==> src/rtl/le18_port_arb.sv <==
// le18_port_arb: owns port A of the LE18 graphics RAM. Z80 single-byte
// accesses always win; the row-range fill engine only writes on cycles the
// Z80 and the read pipeline leave free.

// Protocol checker: a new Z80 request must not land on a pending slot that is
// still occupied and not being issued this cycle.
module le18_port_arb_chk (
  input logic clk,
  input logic srst,
  input logic z80_req,
  input logic pend_full,
  input logic pend_issue
);
  a_no_pend_overrun: assert property (@(posedge clk) disable iff (srst)
    !(z80_req && pend_full && !pend_issue));
endmodule

module le18_port_arb #(
  parameter int DW    = 6,
  parameter int XW    = 6,
  parameter int Y_MAX = 191
) (
  input  logic           clk,
  input  logic           srst,
  input  logic           z80_req,
  input  logic           z80_we,
  input  logic [XW+7:0]  z80_addr,
  input  logic [DW-1:0]  z80_din,
  output logic [DW-1:0]  z80_dout,
  output logic           z80_rdy,
  input  logic           fill_start,
  input  logic [DW-1:0]  fill_val,
  input  logic [7:0]     fill_y0,
  input  logic [7:0]     fill_y1,
  output logic           fill_busy,
  output logic           fill_done,
  output logic           ram_ce,
  output logic           ram_we,
  output logic [XW+7:0]  ram_addr,
  output logic [DW-1:0]  ram_din,
  output logic           ram_oce,
  input  logic [DW-1:0]  ram_dout
);

  localparam logic [7:0]    Y_MAX_C = 8'(Y_MAX);
  localparam logic [XW-1:0] X_LAST  = {XW{1'b1}};

  typedef enum logic [1:0] {
    ST_IDLE = 2'd0,
    ST_FILL = 2'd1,
    ST_DONE = 2'd2
  } fill_state_e;

  fill_state_e   state_q, state_d;
  logic          rd1_q, rd1_d;      // read at T+1: output-register enable
  logic          rd2_q, rd2_d;      // read at T+2: data valid
  logic          pend_v_q, pend_v_d;
  logic          pend_we_q, pend_we_d;
  logic [XW+7:0] pend_addr_q, pend_addr_d;
  logic [DW-1:0] pend_din_q, pend_din_d;
  logic [DW-1:0] dout_q, dout_d;
  logic [DW-1:0] fill_val_q, fill_val_d;
  logic [7:0]    y_q, y_d;
  logic [7:0]    yend_q, yend_d;
  logic [XW-1:0] x_q, x_d;

  logic          port_free_s;
  logic          z_go_s;
  logic          z_we_s;
  logic [XW+7:0] z_addr_s;
  logic [DW-1:0] z_din_s;
  logic          fill_go_s;
  logic [7:0]    y0_s, y1_s;

  function automatic logic [7:0] clamp_row(input logic [7:0] row);
    if (row > Y_MAX_C) begin
      return Y_MAX_C;
    end else begin
      return row;
    end
  endfunction

  // Arbitration: pending request first, then a live request, then the fill.
  always_comb begin
    port_free_s = ~srst & ~rd1_q & ~rd2_q;
    z_go_s      = port_free_s & (pend_v_q | z80_req);
    if (pend_v_q) begin
      z_we_s   = pend_we_q;
      z_addr_s = pend_addr_q;
      z_din_s  = pend_din_q;
    end else begin
      z_we_s   = z80_we;
      z_addr_s = z80_addr;
      z_din_s  = z80_din;
    end
    fill_go_s = port_free_s & ~z_go_s & (state_q == ST_FILL);
  end

  // Pending slot and read pipeline next state; a request not issued directly is parked.
  always_comb begin
    pend_v_d    = pend_v_q;
    pend_we_d   = pend_we_q;
    pend_addr_d = pend_addr_q;
    pend_din_d  = pend_din_q;
    if (z80_req && !(z_go_s && !pend_v_q)) begin
      pend_v_d    = 1'b1;
      pend_we_d   = z80_we;
      pend_addr_d = z80_addr;
      pend_din_d  = z80_din;
    end else if (z_go_s) begin
      pend_v_d = 1'b0;
    end else begin
      pend_v_d = pend_v_q;
    end
    rd1_d = z_go_s & ~z_we_s;
    rd2_d = rd1_q;
    if (rd2_q) begin
      dout_d = ram_dout;
    end else begin
      dout_d = dout_q;
    end
  end

  // Fill FSM next state: latch and clamp the range, then walk {y, x} on free cycles.
  always_comb begin
    y0_s       = clamp_row(fill_y0);
    y1_s       = clamp_row(fill_y1);
    state_d    = state_q;
    x_d        = x_q;
    y_d        = y_q;
    yend_d     = yend_q;
    fill_val_d = fill_val_q;
    case (state_q)
      ST_IDLE: begin
        if (fill_start) begin
          fill_val_d = fill_val;
          y_d        = y0_s;
          yend_d     = y1_s;
          x_d        = '0;
          if (y0_s > y1_s) begin
            state_d = ST_DONE;
          end else begin
            state_d = ST_FILL;
          end
        end else begin
          state_d = ST_IDLE;
        end
      end
      ST_FILL: begin
        if (fill_go_s) begin
          if (x_q == X_LAST) begin
            x_d = '0;
            if (y_q == yend_q) begin
              state_d = ST_DONE;
            end else begin
              y_d = y_q + 8'd1;
            end
          end else begin
            x_d = x_q + XW'(1);
          end
        end else begin
          state_d = ST_FILL;
        end
      end
      ST_DONE: state_d = ST_IDLE;
      default: state_d = ST_IDLE;
    endcase
  end

  // State registers with synchronous reset; reset aborts any fill silently.
  always_ff @(posedge clk) begin
    if (srst) begin
      state_q     <= ST_IDLE;
      rd1_q       <= 1'b0;
      rd2_q       <= 1'b0;
      pend_v_q    <= 1'b0;
      pend_we_q   <= 1'b0;
      pend_addr_q <= '0;
      pend_din_q  <= '0;
      dout_q      <= '0;
      fill_val_q  <= '0;
      y_q         <= 8'd0;
      yend_q      <= 8'd0;
      x_q         <= '0;
    end else begin
      state_q     <= state_d;
      rd1_q       <= rd1_d;
      rd2_q       <= rd2_d;
      pend_v_q    <= pend_v_d;
      pend_we_q   <= pend_we_d;
      pend_addr_q <= pend_addr_d;
      pend_din_q  <= pend_din_d;
      dout_q      <= dout_d;
      fill_val_q  <= fill_val_d;
      y_q         <= y_d;
      yend_q      <= yend_d;
      x_q         <= x_d;
    end
  end

  // Port A drive: address and data are forced to zero on idle cycles.
  always_comb begin
    ram_ce = z_go_s | fill_go_s;
    ram_we = (z_go_s & z_we_s) | fill_go_s;
    if (z_go_s) begin
      ram_addr = z_addr_s;
    end else if (fill_go_s) begin
      ram_addr = {y_q, x_q};
    end else begin
      ram_addr = '0;
    end
    if (z_go_s && z_we_s) begin
      ram_din = z_din_s;
    end else if (fill_go_s) begin
      ram_din = fill_val_q;
    end else begin
      ram_din = '0;
    end
    ram_oce   = rd1_q;
    z80_rdy   = rd2_q;
    z80_dout  = rd2_q ? ram_dout : dout_q;
    fill_busy = (state_q != ST_IDLE);
    fill_done = (state_q == ST_DONE);
  end

  le18_port_arb_chk u_chk (
    .clk        (clk),
    .srst       (srst),
    .z80_req    (z80_req),
    .pend_full  (pend_v_q),
    .pend_issue (z_go_s)
  );

endmodule
==> config.mk <==
export PLATFORM = sky130hd
export DESIGN_NAME = le18_port_arb
export DESIGN_NICKNAME = d
export VERILOG_FILES = /design/src/rtl/le18_port_arb.sv
export SDC_FILE = /design/constraint.sdc
export NUM_CORES = 1
export LEC_CHECK = 0
export ABC_AREA = 1
export CAP_MARGIN = 10
export CORE_MARGIN = 4
export CORE_UTILIZATION = 31
export CTS_CLUSTER_SIZE = 25
export DETAILED_ROUTE_END_ITERATION = 16
export PLACE_DENSITY_LB_ADDON = 0.1
export SLEW_MARGIN = 10
export SYNTH_ARGS = -nofsm -noshare
export SYNTH_HDL_FRONTEND = slang
export SYNTH_SLANG_ARGS = --single-unit
==> constraint.sdc <==
create_clock -name clk -period 2.5 [get_ports clk]
set_clock_uncertainty 0.15 [all_clocks]
set_input_delay 0.25 -clock clk [delete_from_list [all_inputs] [get_ports clk]]
set_output_delay 0.25 -clock clk [all_outputs]
set_load 0.005 [all_outputs]
# --- Yosys cells after proc, flatten, opt, wreduce, memory -nomap -nowiden ---
# Cells that the tools add are included.
op_classes:
  n_reduce_logical: 13
  mux: 27
  eq_ne: 10
  add_sub_neg: 2
  order_cmp: 3
  bitwise_logic: 15
op_table:
  columns: ["op", "n"]
  rows:
  - ["8-bit two-way mux", 6]
  - ["14-bit two-way mux", 3]
  - ["6-bit two-way mux", 7]
  - ["8-bit > comparator, second input constant", 2]
  - ["8-bit one-hot mux with 2 select lines", 1]
  - ["6-bit one-hot mux with 2 select lines", 1]
  - ["2-bit two-way mux", 5]
  - ["8-bit by 1-bit adder with 8-bit output, second input constant", 1]
  - ["8-bit equality test", 1]
  - ["8-bit > comparator", 1]
  - ["1-bit AND", 7]
  - ["6-bit by 1-bit adder with 6-bit output, second input constant", 1]
  - ["6-bit equality test, second input constant", 1]
  - ["2-bit inequality test, second input constant", 3]
  - ["3-bit by 2-bit inequality test with 1-bit output, second input constant", 2]
  - ["2-bit nonzero test", 3]
  - ["1-bit NOT", 5]
  - ["5-bit AND reduction", 1]
  - ["2-bit one-hot mux with 2 select lines", 1]
  - ["2-bit AND reduction", 2]
  - ["1-bit logical AND", 3]
  - ["1-bit two-way mux", 3]
  - ["1-bit OR", 3]
  - ["3-bit AND reduction", 1]
  - ["5 further kinds", 6]
word_totals:
  ff_bits: 60
  input_bits: 53
  out_inout_bits: 32
  wordCells: 82

# --- Logic depth before layout (Yosys ltp) ---
# Gate-level depths: netlist of the first run.
logic_depth:
  depth_word: 9
  ltp_mapped: 16
  ltp_nobuf: 16

# --- Worst setup path after synthesis of the first run ---
# Ideal clock, no wire load.
synth_timing:
  path_kind: "input -> register"
  from: "input port fill_y0[7]"
  to: "register state_q[0]"
  path_slack_ns: 0.789
  n_path_buf: 0
  required_ns: 2.241
  arrival_time_ns: 1.452
  setup_ns: 0.109
  path_stages: 15
  path_cell_list: "nand2_1 > inv_1 > or2_2 > ha_1 > nand2_1 > nand2_1 > nand2_1 > nand2_1 > nand2_1 > nand2_1 > nand2_1 > nand2_1 > nand3_1 > nand2_1 > inv_1"
synth_between:
  elab_chain_cells: 6
synth_lines:
  columns: ["element", "line", "rtl"]
  rows:
  - ["start: declaration", "33", "input logic [7:0] fill_y0,"]
  - ["8-bit > comparator", "76", "if (row > Y_MAX_C) begin"]
  - ["8-bit two-way mux (*)", "76", null]
  - ["8-bit > comparator (*)", "140", "if (y0_s > y1_s) begin"]
  - ["2-bit two-way mux (*)", "140", null]
  - ["2-bit two-way mux (*)", "135", "if (fill_start) begin"]
  - ["2-bit one-hot mux with 2 select lines (*)", "133", "case (state_q)"]
  - ["end signal: assignment", "186", "state_q <= state_d;"]
  - ["end: declaration", "54", "fill_state_e state_q, state_d;"]
# Every way passes the cells marked *; elsewhere a longest branch is shown, timed or not.
# A chain may end at the register's enable or synchronous reset.

# --- Worst setup path after layout of the first run ---
layout_timing:
  from: "input port srst"
  to: "output port ram_addr[7]"
layout_between:
  elab_chain_cells: 9
layout_lines:
  columns: ["element", "line", "rtl"]
  rows:
  - ["start: declaration", "24", "input logic srst,"]
  - ["1-bit NOT (*)", "85", "port_free_s = ~srst & ~rd1_q & ~rd2_q;"]
  - ["1-bit AND (*) (2 in series)", "85", null]
  - ["1-bit AND", "86", "z_go_s = port_free_s & (pend_v_q | z80_req);"]
  - ["1-bit NOT", "96", "fill_go_s = port_free_s & ~z_go_s & (state_q == ST_FILL);"]
  - ["1-bit AND (2 in series)", "96", null]
  - ["14-bit two-way mux", "207", "end else if (fill_go_s) begin"]
  - ["14-bit two-way mux (*)", "205", "if (z_go_s) begin"]
  - ["end: declaration", "39", "output logic [XW+7:0] ram_addr,"]
# Marks and branches as above.

==> impl_results.rst, run 1 <==
.. list-table::
   :header-rows: 1

   * - Metric
     - Value
   * - Result of the run
     - completed
   * - Violation count after the first detailed-route iteration
     - 223
   * - Top cell type's share of synthesized area
     - 36.24%
   * - Total setup violations reported at the end of the flow
     - 0
   * - Sequential cell area fraction in the yosys report
     - 36.24%
   * - Hold Crit Depth
     - 2
   * - Proportion of layout cells with a drive suffix above 1
     - 12.19%
   * - Hold Fails Final Rpt
     - 0
   * - Floorplan die area
     - 0.01241 mm^2
   * - Starting density of the core
     - 31.96%
   * - Routed via count
     - 3501
   * - ANT cells
     - 0
   * - Top delay family on crit path
     - buffers and inverters
   * - Floorplan die width
     - 111.4 um
   * - Power per cell area
     - 580.6 mW/mm^2
   * - H-tree lvl count
     - 3
   * - Final HPWL from detailed placement
     - 7.320 mm
   * - Drt via density
     - 4.712
   * - Worst supply voltage drop on vdd
     - 0.2786 mV
   * - Crit path to
     - ram_addr[7]
   * - Gate Count Post-Synth
     - 504
   * - Wire length per cell
     - 13.29 um
   * - Part of the cycle the worst path needs
     - 96.84%
   * - Largest net degree at the start of global routing
     - 44
   * - Final-report max-slew violation count
     - 0
   * - Delay of the slowest cell on the worst path
     - 0.55 ns
   * - Worst min path class
     - reg -> reg
   * - Min Tclk post-route
     - 2.421 ns
   * - Final estimated routing congestion in global placement
     - 0.8007
   * - Number of inserted filler cells in the final layout
     - 1128
   * - Sum of negative setup slack
     - 0 ns
   * - Distinct cells, synth
     - 30
   * - CP Class
     - in -> out
   * - Number of cells on the worst reg-to-reg path
     - 11
   * - Count of hold-fix buffers inserted at cts
     - 0
   * - Area growth from synthesis to layout
     - 40.35%
   * - Count of synthesis-stage warnings from yosys
     - 0
   * - Critical Path, Cell by Cell
     - clkdlybuf4s50_1 -> inv_2 -> nand3_4 -> buf_4 -> nor2_4 -> nand2_4 -> buf_4 -> o32ai_1 -> clkdlybuf4s50_1
   * - Endpoint kind of the worst setup timing path
     - output pin
   * - Launch point of the critical path
     - srst
   * - Worst slack, placed
     - -0.09185 ns
   * - Largest cells by area after synthesis
     - sky130_fd_sc_hd__dfxtp_1, sky130_fd_sc_hd__nor2_1, sky130_fd_sc_hd__nand2_1
   * - Setup WS post-layout
     - 0.07888 ns
   * - Arrival @ worst endpoint
     - 2.02 ns
   * - Fmax achieved
     - 413.0 MHz
   * - Die extent in y
     - 111.4 um
   * - Crit Path Max Fanout
     - 5
   * - Cell with the largest stage delay on the worst path
     - sky130_fd_sc_hd__clkdlybuf4s50_1
   * - Leading cell type in the layout, fill and taps excluded
     - sky130_fd_sc_hd__nor2_1
   * - Vias in the first global route
     - 3267
   * - Std cell rows
     - 37
   * - Net Count, Synth
     - 567
   * - Critical path startpoint category
     - input pin
   * - Number of routed nets with antenna violations
     - 0
   * - Number of placed I/O pins
     - 85
   * - Final core utilization
     - 44.86%
   * - Highest-count cells in the layout ignoring fill and taps
     - sky130_fd_sc_hd__nor2_1, sky130_fd_sc_hd__nand2_1, sky130_fd_sc_hd__clkdlybuf4s50_1, sky130_fd_sc_hd__dfxtp_1, sky130_fd_sc_hd__o21ai_0
   * - CP Buf/Inv Count
     - 5
   * - Count of buffers inserted at the top-level ports
     - 84
   * - Number of antenna violations at the first check in global routing
     - 0
   * - Core Box Area
     - 0.01037 mm^2
   * - Max-Slew Margin vs Limit
     - 56.23%
   * - Flip-flop and latch count after synthesis
     - 60
   * - Placement Cell Area
     - 0.004418 mm^2
   * - Number of buffers created by CTS
     - 9
   * - CP required
     - 2.10 ns
   * - Max cap viols
     - 0
   * - Final Routed Wirelength
     - 9.874 mm
   * - Post-synthesis cell type with the largest combined area
     - sky130_fd_sc_hd__dfxtp_1
   * - Residual DRC count
     - 0
   * - Number of gates on the worst path with buffers counted
     - 9
   * - Layout net count
     - 666
   * - Internal reg-to-reg setup slack
     - 0.59 ns
   * - All-layer global routing usage
     - 15.82%
   * - Source of the worst register-to-register timing path
     - pend_v_q
   * - Total overflow reported by the global router
     - 0
   * - Worst Max-Slew Pin Slew
     - 0.6558 ns
   * - Synthesized area per cell
     - 6.576 um^2
   * - CTS tree
     - done
   * - Global-route wire length before repair
     - 16.06 mm
   * - Number of iterations in the first detailed-routing pass
     - 5
   * - Clock Latency Late Sink
     - 0.34 ns
   * - Worst R2R End
     - y_q[7]
   * - Netlist area before placement
     - 0.003314 mm^2
   * - Worst-path clk slew
     - 0.06 ns
   * - Count of clock tree sinks
     - 60
   * - CTS max path bufs
     - 2
   * - Static Leak
     - 0.002119 uW
   * - Post-Layout Inst Area
     - 0.004652 mm^2
   * - Clock tree root driver cell
     - sky130_fd_sc_hd__clkbuf_8
-- worst min path at each step --
stage             startpoint       endpoint  slack, ns
6_report           dout_q[4]      dout_q[4]       0.32
2_1_floorplan           srst         y_q[4]       0.17
3_5_place_dp       dout_q[4]      dout_q[4]       0.31
4_1_cts            dout_q[4]      dout_q[4]       0.32
3_3_place_gp   pend_din_q[5]  pend_din_q[5]       0.30
5_1_grt            dout_q[0]      dout_q[0]       0.34
-- metal layers --
metal / part of all wire (%) / GRT usage, %
met5: 0 / 0
met4: 0.92 / 4.298
met3: 5.5 / 3.913
met2: 46 / 25.69
met1: 47 / 21.03
-- power breakdown --
| part | switching (uW) | internal [uW] |
|---|---|---|
| combinational | 400 | 341 |
| sequential | 61.7 | 1050 |
| clock | 375 | 476 |
| total | 836 | 1860 |
-- Yosys cell counts --
cell                         n
sky130_fd_sc_hd__nor2_1    123
sky130_fd_sc_hd__nand2_1   110
sky130_fd_sc_hd__dfxtp_1    60
sky130_fd_sc_hd__o21ai_0    42
sky130_fd_sc_hd__inv_1      32
sky130_fd_sc_hd__a21oi_1    27
sky130_fd_sc_hd__o32ai_1    13
sky130_fd_sc_hd__clkbuf_1   12
sky130_fd_sc_hd__nand3_1    11
sky130_fd_sc_hd__or2_2      11
sky130_fd_sc_hd__ha_1       10
sky130_fd_sc_hd__inv_2      10
sky130_fd_sc_hd__buf_2       8
sky130_fd_sc_hd__o211ai_1    6
sky130_fd_sc_hd__nor3_1      5
sky130_fd_sc_hd__xnor2_1     4
sky130_fd_sc_hd__nand2_4     3
sky130_fd_sc_hd__xor2_1      3
sky130_fd_sc_hd__a31oi_1     2
sky130_fd_sc_hd__nand3b_1    2
sky130_fd_sc_hd__a211oi_1    1
sky130_fd_sc_hd__a21o_1      1
sky130_fd_sc_hd__a21oi_4     1
sky130_fd_sc_hd__inv_4       1
sky130_fd_sc_hd__nand3_2     1
sky130_fd_sc_hd__nand3_4     1
sky130_fd_sc_hd__nand4_1     1
sky130_fd_sc_hd__nor2_4      1
sky130_fd_sc_hd__o21ai_1     1
sky130_fd_sc_hd__o31ai_1     1
-- cells by family (layout without fill, tap and decap cells) --
logic type | count (synthesis) | count (layout) | share of synthesized area, %
DFF | 60 | 60 | 36.24
adders and majority gates | 10 | 10 | 3.775
and+or+nand+nor | 269 | 269 | 33.71
AOI/OAI and AO/OA | 95 | 95 | 16.91
buffers and inverters | 63 | 166 | 7.513
xor gates and xnor gates | 7 | 7 | 1.850
-- state kept, by name, indices dropped and copies added, names as in the netlist --
register / count
pend_v_q: 1
fill_val_q: 6
pend_din_q: 6
yend_q: 8
z80_rdy: 1
x_q: 6
ram_oce: 1
pend_we_q: 1
state_q: 2
dout_q: 6
pend_addr_q: 14
y_q: 8
-- worst register-to-register path, delay by kind of cell, from the launching register on --
kind	cells	cell delay [ns]
AOI/OAI and AO/OA	1	0.27
buffers and inverters	3	0.44
DFF	1	0.35
and+or+nand+nor	7	0.63
-- final cells by class --
| class | count | area, um^2 | area share [%] |
|---|---|---|---|
| clock inverter | 5 | 52.55 | 1.130 |
| multi-input combinational | 381 | 1874 | 40.29 |
| sequential | 60 | 1202 | 25.85 |
| tap | 136 | 170.2 | 3.658 |
| inverter | 43 | 168.9 | 3.631 |
| clock buffer | 10 | 137.6 | 2.959 |
| timing repair buffer | 108 | 1046 | 22.49 |
-- per-stage QoR --
stage	power, uW	std cells	hold slack (ns)
2_1_floorplan	1549	504	0.1691
3_3_place_gp	1862	726	0.3048
3_5_place_dp	1870	726	0.3136
4_1_cts	2731	741	0.3240
5_1_grt	2885	743	0.3428
6_report	2701	743	0.3204
-- timing repair --
item                                   4_1_cts  5_1_grt
setup buffers                                0        2
endpoints found under the hold margin        0        0
setup endpoints to repair                   20       14
gates resized for setup                     14       10
Note: power is estimated with default switching activity, not from simulation.
==> run 2: changes to the inputs <==
CAP_MARGIN = not set   (was 10)
CORE_MARGIN = not set   (was 4)
CTS_CLUSTER_SIZE = not set   (was 25)
==> run 2 against run 1 <==
Net effect:
- combinational power shrank 1%
- total power shrank 3.6%
- first-iteration DRC count grew 13%
- largest cell class unchanged
- core utilization shrank 0.14 points
- worst setup slack gained 0.013 ns
- register-to-register slack lost 0.11 ns
- sequential power is essentially flat
- global-route usage grew 2.3 points
- sequential cell count is the same
- cell count grew 0.13%
- wire length shrank 2.3%
- cell area shrank 0.75%
==> impl_results.rst, run 2 (synthesized netlist as in run 1, its figures left out) <==
.. list-table::
   :header-rows: 1

   * - Metric
     - Value
   * - Max reg flops
     - 14 (unchanged)
   * - RSZ-0062 raised after global routing
     - no
   * - Highest-count cells in the layout ignoring fill and taps
     - sky130_fd_sc_hd__nor2_1, sky130_fd_sc_hd__nand2_1, sky130_fd_sc_hd__clkdlybuf4s50_1, sky130_fd_sc_hd__dfxtp_1, sky130_fd_sc_hd__o21ai_0
   * - ANT cells
     - 0 (unchanged)
   * - Proportion of layout cells with a drive suffix above 1
     - 12.01% (-0.18 points)
   * - Min Tclk post-route
     - 2.408 ns (-0.01297 ns)
   * - Registers with the most flip-flops
     - pend_addr_q: 14 flops, y_q: 8 flops, yend_q: 8 flops
   * - Number of antenna violations at the first check in global routing
     - 0 (unchanged)
   * - CP required
     - 2.10 ns (about the same)
   * - Drt via density
     - 4.700 (-0.25%)
   * - Count of clock tree sinks
     - 60 (unchanged)
   * - Final estimated routing congestion in global placement
     - 0.8513 (+6.3%)
   * - Area growth from synthesis to layout
     - 39.30%
   * - Max-Slew Margin vs Limit
     - 67.86% (+12 points)
   * - Clock Latency Late Sink
     - 0.34 ns (about the same)
   * - All-layer global routing usage
     - 18.11% (+2.3 points)
   * - Vias in the first global route
     - 3341 (+2.3%)
   * - Count of buffers inserted at the top-level ports
     - 84 (unchanged)
   * - Critical Path, Cell by Cell
     - clkdlybuf4s50_1 -> inv_2 -> nand3_4 -> buf_4 -> nor2_4 -> nand2_4 -> buf_4 -> o32ai_1 -> clkdlybuf4s50_1
   * - Worst supply voltage drop on vdd
     - 0.2024 mV (-27%)
   * - Result of the run
     - completed
   * - Number of buffers created by CTS
     - 9 (unchanged)
   * - Clock tree root driver cell
     - sky130_fd_sc_hd__clkbuf_8
   * - Launch point of the critical path
     - srst
   * - Final Routed Wirelength
     - 9.645 mm (-2.3%)
   * - Fmax achieved
     - 415.3 MHz (+0.54%)
   * - Endpoint kind of the worst setup timing path
     - output pin
   * - Source of the worst register-to-register timing path
     - pend_v_q
   * - Total overflow reported by the global router
     - 0 (unchanged)
   * - Arrival @ worst endpoint
     - 2.01 ns (about the same)
   * - Largest net degree at the start of global routing
     - 44 (unchanged)
   * - Floorplan die area
     - 0.01111 mm^2 (-10%)
   * - Max cap viols
     - 0 (unchanged)
   * - H-tree lvl count
     - 3 (unchanged)
   * - Worst-path clk slew
     - 0.06 ns (about the same)
   * - Final-report max-slew violation count
     - 0 (unchanged)
   * - Worst Max-Slew Pin Slew
     - 0.4809 ns (-0.1749 ns)
   * - Number of placed I/O pins
     - 85 (unchanged)
   * - Number of iterations in the first detailed-routing pass
     - 5 (unchanged)
   * - Residual DRC count
     - 0 (unchanged)
   * - Starting density of the core
     - 32.11% (+0.14 points)
   * - Global-route wire length before repair
     - 15.87 mm (-1.2%)
   * - Hold Fails Final Rpt
     - 0 (unchanged)
   * - Worst min path class
     - reg -> reg
   * - Internal reg-to-reg setup slack
     - 0.48 ns (-0.11 ns)
   * - Std cell rows
     - 37 (unchanged)
   * - Wire length per cell
     - 12.96 um (-2.5%)
   * - CTS tree
     - done
   * - Sum of negative setup slack
     - 0 ns (unchanged)
   * - Power, Total
     - 2604 uW (-3.6%)
   * - Total setup violations reported at the end of the flow
     - 0 (unchanged)
   * - Crit path to
     - ram_addr[8]
   * - CP Class
     - in -> out
   * - CTS max path bufs
     - 2 (unchanged)
   * - Top delay family on crit path
     - buffers and inverters
   * - Worst R2R End
     - y_q[0]
   * - Core Box Area
     - 0.01032 mm^2 (-0.45%)
   * - Number of routed nets with antenna violations
     - 0 (unchanged)
   * - Routed via count
     - 3497 (-0.11%)
   * - Layout net count
     - 666 (unchanged)
   * - Static Leak
     - 0.002101 uW (-0.86%)
   * - Register containing the most flip-flops in the final layout
     - pend_addr_q
   * - Cell with the largest stage delay on the worst path
     - sky130_fd_sc_hd__clkdlybuf4s50_1
   * - Worst-case hold slack
     - 0.3194 ns (-0.0009900 ns)
   * - Number of gates on the worst path with buffers counted
     - 9 (unchanged)
   * - Worst slack, placed
     - -0.03922 ns (+0.05263 ns)
   * - Leading cell type in the layout, fill and taps excluded
     - sky130_fd_sc_hd__nor2_1
   * - Number of cells on the worst reg-to-reg path
     - 12 (+1)
   * - Final HPWL from detailed placement
     - 7.207 mm (-1.5%)
   * - Setup WS post-layout
     - 0.09185 ns (+0.01297 ns)
   * - Delay of the slowest cell on the worst path
     - 0.55 ns (about the same)
   * - Crit Path Max Fanout
     - 5 (unchanged)
   * - Violation count after the first detailed-route iteration
     - 251 (+13%)
   * - CP Buf/Inv Count
     - 5 (unchanged)
   * - Power per cell area
     - 564.1 mW/mm^2 (-2.8%)
   * - Floorplan die width
     - 105.4 um (-5.4%)
   * - Part of the cycle the worst path needs
     - 96.33% (-0.52 points)
   * - Die extent in y
     - 105.4 um (-5.4%)
   * - Critical path startpoint category
     - input pin
## run 2: cell count changes in the layout (fill, tap and decap cells not counted)
cell                              change
sky130_fd_sc_hd__buf_12               -1
sky130_fd_sc_hd__buf_6                +1
sky130_fd_sc_hd__bufinv_16            -1
sky130_fd_sc_hd__clkbuf_1             +1
sky130_fd_sc_hd__clkdlybuf4s50_1      +1
sky130_fd_sc_hd__clkinv_2             +1
sky130_fd_sc_hd__clkinvlp_4           +1
sky130_fd_sc_hd__dlygate4sd2_1        -1
sky130_fd_sc_hd__inv_4                -1
sky130_fd_sc_hd__nand2_1              +1
sky130_fd_sc_hd__nand2_4              -1
## run 2: power breakdown
group	switching, uW	total, uW	leakage, uW	internal (uW)
clock	382	762	0.0000889	379
sequential	62.6	1110	0.000495	1050
combinational	395	732	0.00152	337
## run 2: routing by layer
metal  track usage [%]  vias up  share of wire [%]
met1             22.91     1543                 47
met2             30.31      112                 46
met4             7.746        0                1.8
li1                  -     1827                  -
met3             2.968       15                4.9
met5                 0        -                  0
## run 2: per-stage QoR
step,util [%],cell area [um^2],cells
finish,44.72,4617,744
floorplan,-,3314,504
global placement,42.53,4390,724
global route,44.72,4617,744
CTS,44.15,4558,740
detailed placement,42.53,4390,724
## run 2: area by class of cell
cell class	count	area, um^2
Fill cell	1069	5707
Multi-Input combinational cell	381	1867
Sequential cell	60	1202
Timing Repair Buffer	108	1039
Inverter	43	170.2
Tap cell	136	170.2
Clock buffer	11	141.4
Clock inverter	5	27.53
## run 2: what timing repair did
item | CTS | global route
setup endpoints to repair | 9 | 14
endpoints found under the hold margin | 0 | 0
hold buffers | 0 | 0
buffers inserted | 0 | 4
resized for setup | 10 | 11
## run 2: how the worst min path moves through the flow
stage	start	endpoint	slack [ns]	depth (start not counted)
CTS	dout_q[1]	dout_q[1]	0.32	2
global route	ram_dout[4]	dout_q[4]	0.34	3
detailed placement	dout_q[1]	dout_q[1]	0.31	2
finish	dout_q[1]	dout_q[1]	0.32	2
floorplan	srst	y_q[4]	0.17	1
global placement	yend_q[0]	yend_q[0]	0.31	2
## run 2: worst min-delay path: stages, from the launching register on
cell	delay [ns]
sky130_fd_sc_hd__dfxtp_1	0.30
sky130_fd_sc_hd__nand2_1	0.07
sky130_fd_sc_hd__a21oi_1	0.06
